===== src/rtl/rr_decode_arbiter_if.sv =====
// Request/grant bundle between requesting blocks and the round-robin decode arbiter.
// The arbiter drives the registered grant outputs; requesters drive req and done.
interface rr_decode_arbiter_if;
  logic [7:0] req;
  logic       done;
  logic [7:0] grant;
  logic [2:0] grant_idx;
  logic       grant_valid;
  logic       timeout;

  modport master (
    output req,
    output done,
    input  grant,
    input  grant_idx,
    input  grant_valid,
    input  timeout
  );

  modport slave (
    input  req,
    input  done,
    output grant,
    output grant_idx,
    output grant_valid,
    output timeout
  );
endinterface


===== src/rtl/rr_decode_arbiter.sv =====
// Round-robin arbiter for 8 requesters, one-hot grant held until done, request drop or hold limit.
// Grant is registered one edge after req is sampled; one IDLE cycle always separates two grants.
module rr_decode_arbiter #(
  parameter int HOLD_MAX = 8,
  parameter int CNT_W    = 4
) (
  input  logic                clk,
  input  logic                rst,
  rr_decode_arbiter_if.slave  bus
);

  typedef enum logic {IDLE, GRANT} state_t;

  state_t             state;
  logic [2:0]         ptr;
  logic [CNT_W-1:0]   hold_cnt;
  logic [7:0]         grant_q;
  logic [2:0]         grant_idx_q;
  logic               grant_valid_q;
  logic               timeout_q;

  logic [2:0]         winner;
  logic               any_req;
  logic               at_limit;
  logic               holder_req;
  logic               rel;

  // Scan from ptr upward with 3-bit wraparound; first set bit wins.
  always_comb begin
    logic [2:0] idx;
    winner  = ptr;
    any_req = 1'b0;
    for (int i = 0; i < 8; i++) begin
      idx = ptr + 3'(i);
      if (!any_req && bus.req[idx]) begin
        winner  = idx;
        any_req = 1'b1;
      end
    end
  end

  assign at_limit   = (hold_cnt == CNT_W'(HOLD_MAX - 1));
  assign holder_req = bus.req[grant_idx_q];
  assign rel        = bus.done || !holder_req || at_limit;

  always_ff @(posedge clk) begin
    if (rst) begin
      state         <= IDLE;
      ptr           <= 3'd0;
      hold_cnt      <= '0;
      grant_q       <= 8'h00;
      grant_idx_q   <= 3'd0;
      grant_valid_q <= 1'b0;
      timeout_q     <= 1'b0;
    end else begin
      timeout_q <= 1'b0;
      case (state)
        IDLE: begin
          if (any_req) begin
            state         <= GRANT;
            grant_idx_q   <= winner;
            grant_q       <= 8'h01 << winner;
            grant_valid_q <= 1'b1;
            hold_cnt      <= '0;
          end
        end
        GRANT: begin
          if (rel) begin
            state         <= IDLE;
            grant_q       <= 8'h00;
            grant_valid_q <= 1'b0;
            ptr           <= grant_idx_q + 3'd1;
            // Flag only a forced release: a coincident done or request drop is a normal release.
            timeout_q     <= at_limit && !bus.done && holder_req;
          end else begin
            hold_cnt <= hold_cnt + CNT_W'(1);
          end
        end
        default: state <= IDLE;
      endcase
    end
  end

  assign bus.grant       = grant_q;
  assign bus.grant_idx   = grant_idx_q;
  assign bus.grant_valid = grant_valid_q;
  assign bus.timeout     = timeout_q;

endmodule


===== src/flat_wrapper.sv =====
// flat-port wrapper written by rule: the top's interface ports become plain ports
module rr_decode_arbiter_flat 
#(
  parameter int HOLD_MAX = 8,
  parameter int CNT_W    = 4
)
  (clk, rst, bus_req, bus_done, bus_grant, bus_grant_idx, bus_grant_valid, bus_timeout);
  rr_decode_arbiter_if bus_i ();
  input  logic clk;
  input  logic rst;
  input wire logic [$bits(bus_i.req)-1:0] bus_req;
  input wire logic [$bits(bus_i.done)-1:0] bus_done;
  output wire logic [$bits(bus_i.grant)-1:0] bus_grant;
  output wire logic [$bits(bus_i.grant_idx)-1:0] bus_grant_idx;
  output wire logic [$bits(bus_i.grant_valid)-1:0] bus_grant_valid;
  output wire logic [$bits(bus_i.timeout)-1:0] bus_timeout;
  assign bus_i.req = bus_req;
  assign bus_i.done = bus_done;
  assign bus_grant = bus_i.grant;
  assign bus_grant_idx = bus_i.grant_idx;
  assign bus_grant_valid = bus_i.grant_valid;
  assign bus_timeout = bus_i.timeout;
  rr_decode_arbiter #(.HOLD_MAX(HOLD_MAX), .CNT_W(CNT_W)) u_core (.clk(clk), .rst(rst), .bus(bus_i));
endmodule

===== config.mk =====
export PLATFORM = sky130hd
export DESIGN_NAME = rr_decode_arbiter_flat
export DESIGN_NICKNAME = d
export VERILOG_FILES = /design/src/rtl/rr_decode_arbiter_if.sv /design/src/rtl/rr_decode_arbiter.sv /design/src/flat_wrapper.sv
export SDC_FILE = /design/constraint.sdc
export NUM_CORES = 1
export LEC_CHECK = 0
export BUFFER_PORTS_ARGS = -buffer_cell sky130_fd_sc_hd__buf_2
export CAP_MARGIN = 20
export CELL_PAD_IN_SITES_DETAIL_PLACEMENT = 1
export CELL_PAD_IN_SITES_GLOBAL_PLACEMENT = 2
export CORE_MARGIN = 2
export CORE_UTILIZATION = 32
export DETAILED_ROUTE_END_ITERATION = 6
export GPL_ROUTABILITY_DRIVEN = 0
export HOLD_SLACK_MARGIN = 0.12
export PLACE_DENSITY = 0.7
export SYNTH_ARGS = -nofsm -noshare
export SYNTH_HDL_FRONTEND = slang
export SYNTH_SLANG_ARGS = --single-unit

===== constraint.sdc =====
create_clock -name clk -period 4.9 [get_ports clk]
set_clock_uncertainty 0.2 [all_clocks]
set_input_delay 0.98 -clock clk [delete_from_list [all_inputs] [get_ports clk]]
set_output_delay 0.98 -clock clk [all_outputs]
set_load 0.02 [all_outputs]

==> key figures, run 1 <==
Outcome
  • Run status: finished, final reports clean

CTS
  • H-tree levels: 1
  • CTS tree: built
  • Post-CTS Setup Repair Bufs: 0
  • Max clock buf depth: 2
  • Root buffer cell: clkbuf_8
  • CTS Hold Buffers Added: 0
  • Clock Sinks: 21
  • Worst-Skew Late Latency: 260 ps
  • CTS buffer count: 3
  • CTS clk-pin slew, worst paths: 80 ps
  • PostCTS Resize Cnt: 0

Route
  • Via count: approximately 1600
  • Drt drc: 0
  • 1st-iter DRT viols: 60
  • TritonRoute pass-1 iters: 4
  • Routed Antenna Nets: 0
  • Drt wl/cell: roughly 18 um
  • Vias/cell: 5.76
  • Routed Wire Length: roughly 5100 um

Critical path
  • Crit path cell chain: inv_1 > ha_1 > mux4_2 > mux2_2 > o32a_1 > nor4_4 > nand3_1 > a21oi_2 > nor3_1 > a32o_1
  • Critical Path Sink Type: flip-flop
  • CP top delay family: compound AO/OA/AOI/OAI gates
  • CP max stage delay: 690 ps
  • Crit path launch type: flip-flop
  • Arr. time, crit path: ~4000 ps
  • CP startpoint: u_core.ptr[0]$_SDFFE_PP0P_
  • Slowest CP cell: ha_1
  • WP data required: 4860 ps
  • WP buf/inv: 1
  • Worst r2r src: u_core.ptr[0]$_SDFFE_PP0P_
  • Setup CP Type: flip-flop to flip-flop
  • Worst-path fanout max: 15

STA
  • Worst Tran Pin Value: 764 ps
  • Final critical-path share of the clock period: 0.820
  • Slew Limit Fails: 0
  • RSZ-0062 raised after global routing: false
  • Hold Violations, Final: 0
  • F_max: 249 MHz
  • Max-slew headroom: 0.490
  • Setup TNS: 0 ps
  • # setup viols final: 0
  • Final min period: 4020 ps

GRT
  • Vias in the first global route: 1649
  • Largest net degree at the start of global routing: 20
  • Initial antenna violation count: 0
  • Global-route wire length before repair: 8380 um
  • GRT Overall Usage: 0.171
  • Gr ovfl total: 0

Floorplan
  • Die area: a little over 6000 um^2
  • I/O pin total: 24
  • Initial Utilization: 0.337
  • Die Y-Extent: 77.8 um
  • DIE WIDTH: 77.8 um
  • # rows: 26
  • Core area: around 5200 um^2

Job
  • Max-Cap Viols: 0

Final layout
  • Final net count: 228
  • Most frequent cells in the layout: nand2_1, buf_2, dfxtp_1
  • Layout cell share with drive strength beyond 1: 0.259
  • Layout area overhead: 12.3%
  • N_diodes: 0

Synthesis
  • Register area share after synthesis: 0.241
  • Gate Count Post-Synth: 194
  • Ys Warns: 0
  • Flops & latches, synth: 21
  • Synth Cell Area: 1740 um^2
  • Mean Syn Cell Area: around 9 um^2
  • Mapped Nets: between 200 and 250
  • Unique cell type count in the Yosys netlist: 49

Hold path
  • Hold WC Path Type: flip-flop to flip-flop
  • Min-delay src: u_core.bus.grant[0]$_SDFFE_PP0P_

Place
  • Final HPWL DP: between 4000 and 5000 um
  • IO buf count: 23

Power and ir drop
  • Max IR drop VDD: approximately 0.15 mV
  • Total Power: roughly 730 uW
  • Pwr dens: about 370 nW/um^2
  • Pleak: ~0.74 nW
per-stage QoR:
| stage | area [um^2] | worst slack [ps] | hold slack (ps) | instances | util |
|---|---|---|---|---|---|
| after detailed placement | 1910 | 920 | 246 | 278 | 0.370 |
| after global placement | 1910 | 1040 | 238 | 278 | 0.370 |
| after CTS | 1960 | 883 | 257 | 282 | 0.379 |
| final | 1960 | 884 | 248 | 282 | 0.379 |
| after floorplan | 1740 | 1090 | 277 | 194 | - |
| after global routing | 1960 | 634 | 293 | 282 | 0.379 |
where the power goes:
part | internal, mW | switching (mW) | leakage (nW)
clock | 0.0567 | 0.0598 | 0.0255
sequential | 0.190 | 0.0213 | 0.171
combinational | 0.163 | 0.239 | 0.544
total | 0.410 | 0.320 | 0.741
cell type report:
cell class                      instances  area [um^2]
Clock buffer                            3         41.3
Clock inverter                          1         5.00
Tap cell                               70         87.6
Multi-Input combinational cell        158         1250
Fill cell                             601         3210
Sequential cell                        21          420
Inverter                                3         11.3
Timing Repair Buffer                   26          138
worst min-delay path, stage by stage, from the launching register on:
cell     delay (ps)
dfxtp_1         310
nand2_1          50
o21ai_1          50
cells in the mapped netlist (all sizes together):
cell type | instances | area share
nand2 | 23 | 0.050
dfxtp | 21 | 0.24
nor2 | 16 | 0.034
a21oi | 12 | 0.039
mux2i | 12 | 0.069
mux4 | 10 | 0.13
o21ai | 9 | 0.026
nand3 | 7 | 0.020
buf | 6 | 0.019
clkbuf | 6 | 0.013
mux2 | 5 | 0.034
nor3 | 5 | 0.014
xnor2 | 5 | 0.025
xor2 | 5 | 0.025
a32o | 4 | 0.023
ha | 4 | 0.029
and2 | 3 | 0.012
inv | 3 | 0.0065
nand2b | 3 | 0.011
nand4 | 3 | 0.011
o22ai | 3 | 0.011
a211oi | 2 | 0.016
a21o | 2 | 0.0086
a311oi | 2 | 0.010
a31oi | 2 | 0.0072
a41o | 2 | 0.011
nand3b | 2 | 0.0086
nor2b | 2 | 0.0072
o221ai | 2 | 0.010
a221o | 1 | 0.0057
a221oi | 1 | 0.0086
a22o | 1 | 0.0050
a31o | 1 | 0.0050
and3 | 1 | 0.0036
nor4 | 1 | 0.012
o221a | 1 | 0.0065
o31a | 1 | 0.0050
o32a | 1 | 0.0057
o32ai | 1 | 0.0050
o41a | 1 | 0.0065
or2 | 1 | 0.0036
or3b | 1 | 0.0065
logic make-up (layout without fill, tap and decap cells):
| family | Yosys count | after routing | synth area share |
|---|---|---|---|
| AOI/OAI and AO/OA | 49 | 49 | 0.215 |
| xor gates and xnor gates | 10 | 10 | 0.0502 |
| adders and majority gates | 4 | 4 | 0.0287 |
| buffers and inverters | 15 | 33 | 0.0388 |
| DFF | 21 | 21 | 0.241 |
| muxes | 27 | 27 | 0.233 |
| and+or+nand+nor | 68 | 68 | 0.194 |
path summary, 6_finish.rpt:
| check | slack [ps] | to | cells after the start |
|---|---|---|---|
| setup / recovery | 880 | u_core.bus.grant[6]$_SDFFE_PP0P_ | 10 |
| hold / removal | 250 | u_core.bus.grant[0]$_SDFFE_PP0P_ | 2 |
| setup reg to reg | 880 | u_core.bus.grant[6]$_SDFFE_PP0P_ | 10 |
| hold reg to reg | 250 | u_core.bus.grant[0]$_SDFFE_PP0P_ | 2 |
state kept, by name, summed over array words and instances (netlist names):
name / cells
u_core.bus.grant_valid: 1
u_core.state: 1
u_core.ptr: 3
u_core.bus.grant: 8
u_core.bus.timeout: 1
u_core.hold_cnt: 4
u_core.bus.grant_idx: 3
metal layers:
layer	wire length [um]	global-route usage
met3	228	0.0360
met4	4	0.0125
met2	2320	0.278
met1	2510	0.241
met5	0	0
(Power assumes the default switching activity.)
==> inputs of run 2 (changes only) <==
==> constraint.sdc (replaced) <==
create_clock -name clk -period 3.8 [get_ports clk]
set_clock_uncertainty 0.2 [all_clocks]
set_input_delay 0.76 -clock clk [delete_from_list [all_inputs] [get_ports clk]]
set_output_delay 0.76 -clock clk [all_outputs]
set_load 0.02 [all_outputs]
==> run 2 against run 1 <==
- worst setup slack got worse by 710 ps
- design area up 3.2%
- fmax rose by 11%
- via count shrank 0.68%
- largest cell class unchanged
- register-to-register slack worse by 710 ps
- sequential cell count stayed put
- hold slack gained 11 ps
- combinational power rose by 33%
- sequential share of layout area is 0.66 points lower
==> key figures, run 2 (synthesis gave the netlist of run 1 again) <==
Outcome
  • Run status: finished, final reports clean

Route
  • Routed Antenna Nets: 0 (unchanged)
  • Vias/cell: 5.58 (-3.1%)
  • Drt wl/cell: 16.6 um (-7.7%)
  • 1st-iter DRT viols: 45 (-25%)
  • Routed Wire Length: 4790 um (-5.4%)
  • TritonRoute pass-1 iters: 4 (unchanged)
  • Via count: 1613 (-0.68%)
  • Drt drc: 0 (unchanged)

GRT
  • Global-route wire length before repair: 8130 um (-3.0%)
  • Gr ovfl total: 0 (unchanged)
  • Met2 usage: 0.303 (+0.0250)
  • GRT Overall Usage: 0.164 (-0.00674)
  • GRT met1 Usage: 0.207 (-0.0348)
  • Largest net degree at the start of global routing: 17 (-15%)
  • Vias in the first global route: 1651 (+0.12%)
  • Met3 Use GR: 0.0174 (-0.0186)
  • Initial antenna violation count: 0 (unchanged)
  • Global routing's busiest layer: met2

CTS
  • Worst-Skew Late Latency: 260 ps (about the same)
  • CTS buffer count: 3 (unchanged)
  • CTS Hold Buffers Added: 0 (unchanged)
  • CTS tree: built
  • H-tree levels: 1 (unchanged)
  • Root buffer cell: clkbuf_8
  • Post-CTS Setup Repair Bufs: 0 (unchanged)
  • Clock Sinks: 21 (unchanged)
  • PostCTS Resize Cnt: 0 (unchanged)
  • Max clock buf depth: 2 (unchanged)
  • CTS clk-pin slew, worst paths: 80 ps (about the same)

Critical path
  • Slowest CP cell: ha_2
  • Crit path cell chain: inv_1 > ha_2 > buf_4 > mux4_2 > mux2_2 > a22o_1 > mux2_4 > a41o_1 > or3b_4 > and2_4 > a32o_1
  • CP top delay family: multiplexers
  • R2r worst-path depth: 11 (+1)
  • RR Endpoint: u_core.bus.grant[6]$_SDFFE_PP0P_
  • WP buf/inv: 2 (+1)
  • WP depth: 11 (+1)
  • Worst-path fanout max: 12 (-3)
  • CP max stage delay: 410 ps (-280 ps)
  • Arr. time, crit path: 3590 ps (-380 ps)
  • Register-to-register setup slack: 170 ps (-710 ps)
  • Critical Path Sink Type: flip-flop
  • Worst r2r src: u_core.ptr[1]$_SDFFE_PP0P_
  • Crit path launch type: flip-flop
  • Setup CP Type: flip-flop to flip-flop
  • WP data required: 3760 ps (-1100 ps)

Final layout
  • Layout cell share with drive strength beyond 1: 0.292 (+0.0328)
  • Final net count: 235 (+3.1%)
  • Fillers: 590 (-1.8%)
  • N_diodes: 0 (unchanged)
  • Max FFs per register: 8 (unchanged)
  • Layout area overhead: 15.9%
  • Most frequent cells in the layout: nand2_1, buf_2, dfxtp_1

STA
  • RSZ-0062 raised after global routing: false
  • Max-slew headroom: 0.621 (+0.131)
  • Worst Tran Pin Value: 568 ps (-195 ps)
  • Hold Violations, Final: 0 (unchanged)
  • # setup viols final: 0 (unchanged)
  • Worst hold slack: 259 ps (+11.0 ps)
  • Slew Limit Fails: 0 (unchanged)
  • Final critical-path share of the clock period: 0.955 (+0.136)
  • Setup TNS: 0 ps (unchanged)
  • F_max: 276 MHz (+11%)
  • Final min period: 3630 ps (-387 ps)

Job
  • Max-Cap Viols: 0 (unchanged)

Place
  • IO buf count: 23 (unchanged)
  • Final HPWL DP: 3900 um (-2.5%)

Power and ir drop
  • Pwr dens: 471 nW/um^2 (+26%)
  • Max IR drop VDD: 0.184 mV (+21%)
  • Pleak: 0.781 nW (+5.3%)

Floorplan
  • DIE WIDTH: 77.8 um (unchanged)
  • Die area: 6050 um^2 (unchanged)
  • Core area: 5170 um^2 (unchanged)
  • Die Y-Extent: 77.8 um (unchanged)
  • I/O pin total: 24 (unchanged)
  • Initial Utilization: 0.337 (unchanged)
  • # rows: 26 (unchanged)

Hold path
  • Min-delay src: u_core.bus.grant[1]$_SDFFE_PP0P_
  • Hold WC Path Type: flip-flop to flip-flop
  • Worst hold stages: 2 (unchanged)
  • Worst Hold End: u_core.bus.grant[1]$_SDFFE_PP0P_
-- run 2: cell count changes in the layout (fill, tap and decap cells not counted) --
cell and change:
ha_1 -1, buf_4 +7, xnor2_1 -1, xnor2_2 +1, ha_2 +1
-- run 2: cell type report --
class                   count  area [um^2]  area share
multi-input cells         158         1260       0.626
flip-flops and latches     21          420       0.208
repair buffers             33          190      0.0941
well taps                  70         87.6      0.0433
clock buffers               3         41.3      0.0204
inverters                   3         11.3     0.00557
clock inverters             1         5.00     0.00248
-- run 2: through the flow --
stage / total power [mW] / setup WS, ps / std cells / cell area [um^2] / util
floorplan: 0.664 / 34.6 / 194 / 1740 / -
global placement: 0.796 / 171 / 285 / 1960 / 0.380
detailed placement: 0.805 / 128 / 285 / 1960 / 0.380
CTS: 0.953 / 130 / 289 / 2010 / 0.389
global route: 1.02 / 22.6 / 289 / 2020 / 0.391
finish: 0.951 / 171 / 289 / 2020 / 0.391
-- run 2: worst max-delay path by stage --
stage,from,endpoint,slack [ps]
3_3_place_gp,u_core.ptr[1]$_SDFFE_PP0P_,u_core.bus.grant[7]$_SDFFE_PP0P_,170
2_1_floorplan,u_core.ptr[0]$_SDFFE_PP0P_,u_core.bus.grant[6]$_SDFFE_PP0P_,30
4_1_cts,u_core.ptr[1]$_SDFFE_PP0P_,u_core.bus.grant[6]$_SDFFE_PP0P_,130
5_1_grt,u_core.ptr[1]$_SDFFE_PP0P_,u_core.bus.grant[6]$_SDFFE_PP0P_,20
6_report,u_core.ptr[1]$_SDFFE_PP0P_,u_core.bus.grant[6]$_SDFFE_PP0P_,170
3_5_place_dp,u_core.ptr[1]$_SDFFE_PP0P_,u_core.bus.grant[6]$_SDFFE_PP0P_,130
-- run 2: tightest hold or removal path, cell delays in order (launching register included) --
cell and delay (ps):
dfxtp_1 310, nand2_1 50, o21ai_1 50
-- run 2: power breakdown --
| part | internal (mW) | switching [mW] |
|---|---|---|
| Sequential | 0.245 | 0.0243 |
| Clock | 0.0730 | 0.0713 |
| Combinational | 0.228 | 0.310 |
| Total | 0.546 | 0.405 |
-- run 2: layer usage --
metal | share of wire | routed length [um]
met5 | 0 | 0
met3 | 0.014 | 69
met4 | 0.0061 | 29
met2 | 0.51 | 2450
met1 | 0.47 | 2240
==> inputs of run 3 (changes only) <==
--- a/config.mk
+++ b/config.mk
@@ -7,14 +7,14 @@
 export LEC_CHECK = 0
 export BUFFER_PORTS_ARGS = -buffer_cell sky130_fd_sc_hd__buf_2
 export CAP_MARGIN = 20
-export CELL_PAD_IN_SITES_DETAIL_PLACEMENT = 1
-export CELL_PAD_IN_SITES_GLOBAL_PLACEMENT = 2
+export CELL_PAD_IN_SITES_DETAIL_PLACEMENT = 0
+export CELL_PAD_IN_SITES_GLOBAL_PLACEMENT = 1
 export CORE_MARGIN = 2
-export CORE_UTILIZATION = 32
+export CORE_UTILIZATION = 44
 export DETAILED_ROUTE_END_ITERATION = 6
 export GPL_ROUTABILITY_DRIVEN = 0
 export HOLD_SLACK_MARGIN = 0.12
-export PLACE_DENSITY = 0.7
+export PLACE_DENSITY = 0.77
 export SYNTH_ARGS = -nofsm -noshare
 export SYNTH_HDL_FRONTEND = slang
 export SYNTH_SLANG_ARGS = --single-unit
==> run 3 against run 2 <==
- cell count fell by 8.7%
- sequential power barely moved
- global-route usage rose by 4.8 points
- sequential share of layout area rose by 0.61 points
- largest cell class unchanged
- critical path type unchanged
- clock power barely moved
- utilization rose by 13 points
- power fell by 1.2%
- hold slack got worse by 11 ps
- via count fell by 0.62%
- design area fell by 2.8%
- combinational power fell by 3%
==> key figures, run 3 (synthesis gave the netlist of run 1 again) <==
GRT
  • Gr ovfl total: 0 (unchanged)
  • GRT Overall Usage: 0.212 (+0.0475)
  • Largest net degree at the start of global routing: 20 (+3)
  • Initial antenna violation count: 0 (unchanged)
  • Global-route wire length before repair: 7310 um (-10%)
  • Vias in the first global route: 1587 (-3.9%)

Power and ir drop
  • Power Internal: 542 uW (-0.73%)
  • Pleak: 0.759 nW (-2.7%)
  • Share of power burned in registers: 0.289 (+0.006)
  • Pwr dens: 479 nW/um^2 (+1.6%)
  • Clk network pwr share: 0.154 (+0.002)
  • Gate power share: 0.557 (-0.009)
  • Sw Pwr: 397 uW (-1.9%)
  • Max IR drop VDD: 0.314 mV (+71%)
  • Switching Fraction: 0.423 (-0.00299)

Route
  • Drt wl/cell: 16.4 um (-1.2%)
  • Routed Wire Length: 4320 um (-9.7%)
  • Via count: 1603 (-0.62%)
  • Vias/cell: 6.07 (+8.8%)
  • Routed Antenna Nets: 0 (unchanged)
  • Drt drc: 0 (unchanged)
  • 1st-iter DRT viols: 170 (+280%)
  • TritonRoute pass-1 iters: 4 (unchanged)

Final layout
  • Fillers: 356 (-40%)
  • Final net count: 232 (-1.3%)
  • Final non-filler cell area: 1960 um^2 (-2.8%)
  • Layout cell share with drive strength beyond 1: 0.278 (-0.0145)
  • Most frequent cells in the layout: nand2_1, buf_2, dfxtp_1
  • Max FFs per register: 8 (unchanged)
  • N_diodes: 0 (unchanged)
  • Layout area overhead: 12.6%

STA
  • Final worst slack: 195 ps (+24.0 ps)
  • Worst Tran Pin Value: 717 ps (+149 ps)
  • Slew Limit Fails: 0 (unchanged)
  • # setup viols final: 0 (unchanged)
  • Final critical-path share of the clock period: 0.949 (-0.00632)
  • Hold Violations, Final: 0 (unchanged)
  • F_max: 277 MHz (+0.67%)
  • RSZ-0062 raised after global routing: false
  • Final min period: 3610 ps (-24.0 ps)
  • Setup TNS: 0 ps (unchanged)
  • Max-slew headroom: 0.521 (-0.0999)

CTS
  • Root buffer cell: clkbuf_8
  • Worst-Skew Late Latency: 260 ps (about the same)
  • CTS tree: built
  • H-tree levels: 1 (unchanged)
  • CTS Hold Buffers Added: 0 (unchanged)
  • CTS buffer count: 3 (unchanged)
  • Post-CTS Setup Repair Bufs: 0 (unchanged)
  • Max clock buf depth: 2 (unchanged)
  • Clock Sinks: 21 (unchanged)
  • CTS clk-pin slew, worst paths: 80 ps (about the same)

Critical path
  • WP data required: 3750 ps (about the same)
  • Critical Path Sink Type: flip-flop
  • Setup CP Type: flip-flop to flip-flop
  • Arr. time, crit path: 3560 ps (-30 ps)
  • Crit path launch type: flip-flop
  • Worst-path fanout max: 6 (-6)

Floorplan
  • I/O pin total: 24 (unchanged)
  • Die area: 4480 um^2 (-26%)
  • Core area: 3740 um^2 (-28%)
  • # rows: 22 (-15%)
  • Initial Utilization: 0.466 (+0.129)
  • Die Y-Extent: 66.9 um (-14%)
  • DIE WIDTH: 66.9 um (-14%)

Outcome
  • Run status: finished, final reports clean

Place
  • Final HPWL DP: 3360 um (-14%)
  • IO buf count: 23 (unchanged)
  • Post-Place Cell Area: 1910 um^2 (-2.5%)
  • DP Worst Slack: 187 ps (+58.8 ps)

Hold path
  • Hold WC Path Type: flip-flop to flip-flop

Job
  • Max-Cap Viols: 0 (unchanged)
## run 3: cell types whose count changed in the layout (fill, tap and decap cells not counted)
| cell | before | now |
|---|---|---|
| buf_4 | 10 | 7 |
| xnor2_1 | 4 | 5 |
| xnor2_2 | 1 | 0 |
## run 3: layer usage
layer / part of all wire / global-route usage / routed length [um] / up-vias
li1: - / - / - / 778
met2: 0.52 / 0.399 / 2250 / 41
met4: 0.014 / 0.0561 / 61 / 0
met5: 0 / 0 / 0 / -
met1: 0.43 / 0.255 / 1860 / 777
met3: 0.036 / 0.0169 / 154 / 7
## run 3: power by group through the flow
stage               Sequential (mW)  Clock, mW  Combinational, mW
finish                        0.272      0.144              0.523
global route                  0.277      0.158              0.569
detailed placement            0.278          0              0.513
floorplan                     0.291          0              0.372
global placement              0.276          0              0.505
CTS                           0.273      0.148              0.518
## run 3: critical path, cell delays in order, from the launching register on
cell and delay [ps]:
dfxtp_1 340, inv_1 70, ha_2 420, mux4_2 520
mux2_2 300, o32a_1 420, nor4_4 420, nand3_1 140
a21oi_2 240, nor3_1 130, a32o_1 280
## run 3: repair_timing
item / CTS / global route
endpoints found under the setup margin: 0 / 4
resized for setup: 0 / 1
endpoints found under the hold margin: 0 / 0
## run 3: area by class of cell
type                    count  area [um^2]  area share
clock buffers               3         41.3      0.0210
clock inverters             1         5.00     0.00255
multi-input cells         158         1260       0.641
inverters                   3         11.3     0.00574
repair buffers             30          168      0.0854
well taps                  48         60.1      0.0306
flip-flops and latches     21          420       0.214
## run 3: metrics by stage
| stage | power [mW] | instances | utilization | hold slack, ps |
|---|---|---|---|---|
| 2_1_floorplan | 0.664 | 194 | - | 277 |
| 3_3_place_gp | 0.781 | 260 | 0.511 | 235 |
| 3_5_place_dp | 0.791 | 260 | 0.511 | 243 |
| 4_1_cts | 0.939 | 264 | 0.524 | 254 |
| 5_1_grt | 1.00 | 264 | 0.524 | 277 |
| 6_report | 0.939 | 264 | 0.524 | 248 |
## run 3: final timing paths
| check | cells after the start | end | slack (ps) | start |
|---|---|---|---|---|
| max | 10 | u_core.bus.grant[7]$_SDFFE_PP0P_ | 190 | u_core.ptr[1]$_SDFFE_PP0P_ |
| min | 2 | u_core.bus.grant[2]$_SDFFE_PP0P_ | 250 | u_core.bus.grant[2]$_SDFFE_PP0P_ |
| max reg2reg | 10 | u_core.bus.grant[7]$_SDFFE_PP0P_ | 190 | u_core.ptr[1]$_SDFFE_PP0P_ |
| min reg2reg | 2 | u_core.bus.grant[2]$_SDFFE_PP0P_ | 250 | u_core.bus.grant[2]$_SDFFE_PP0P_ |
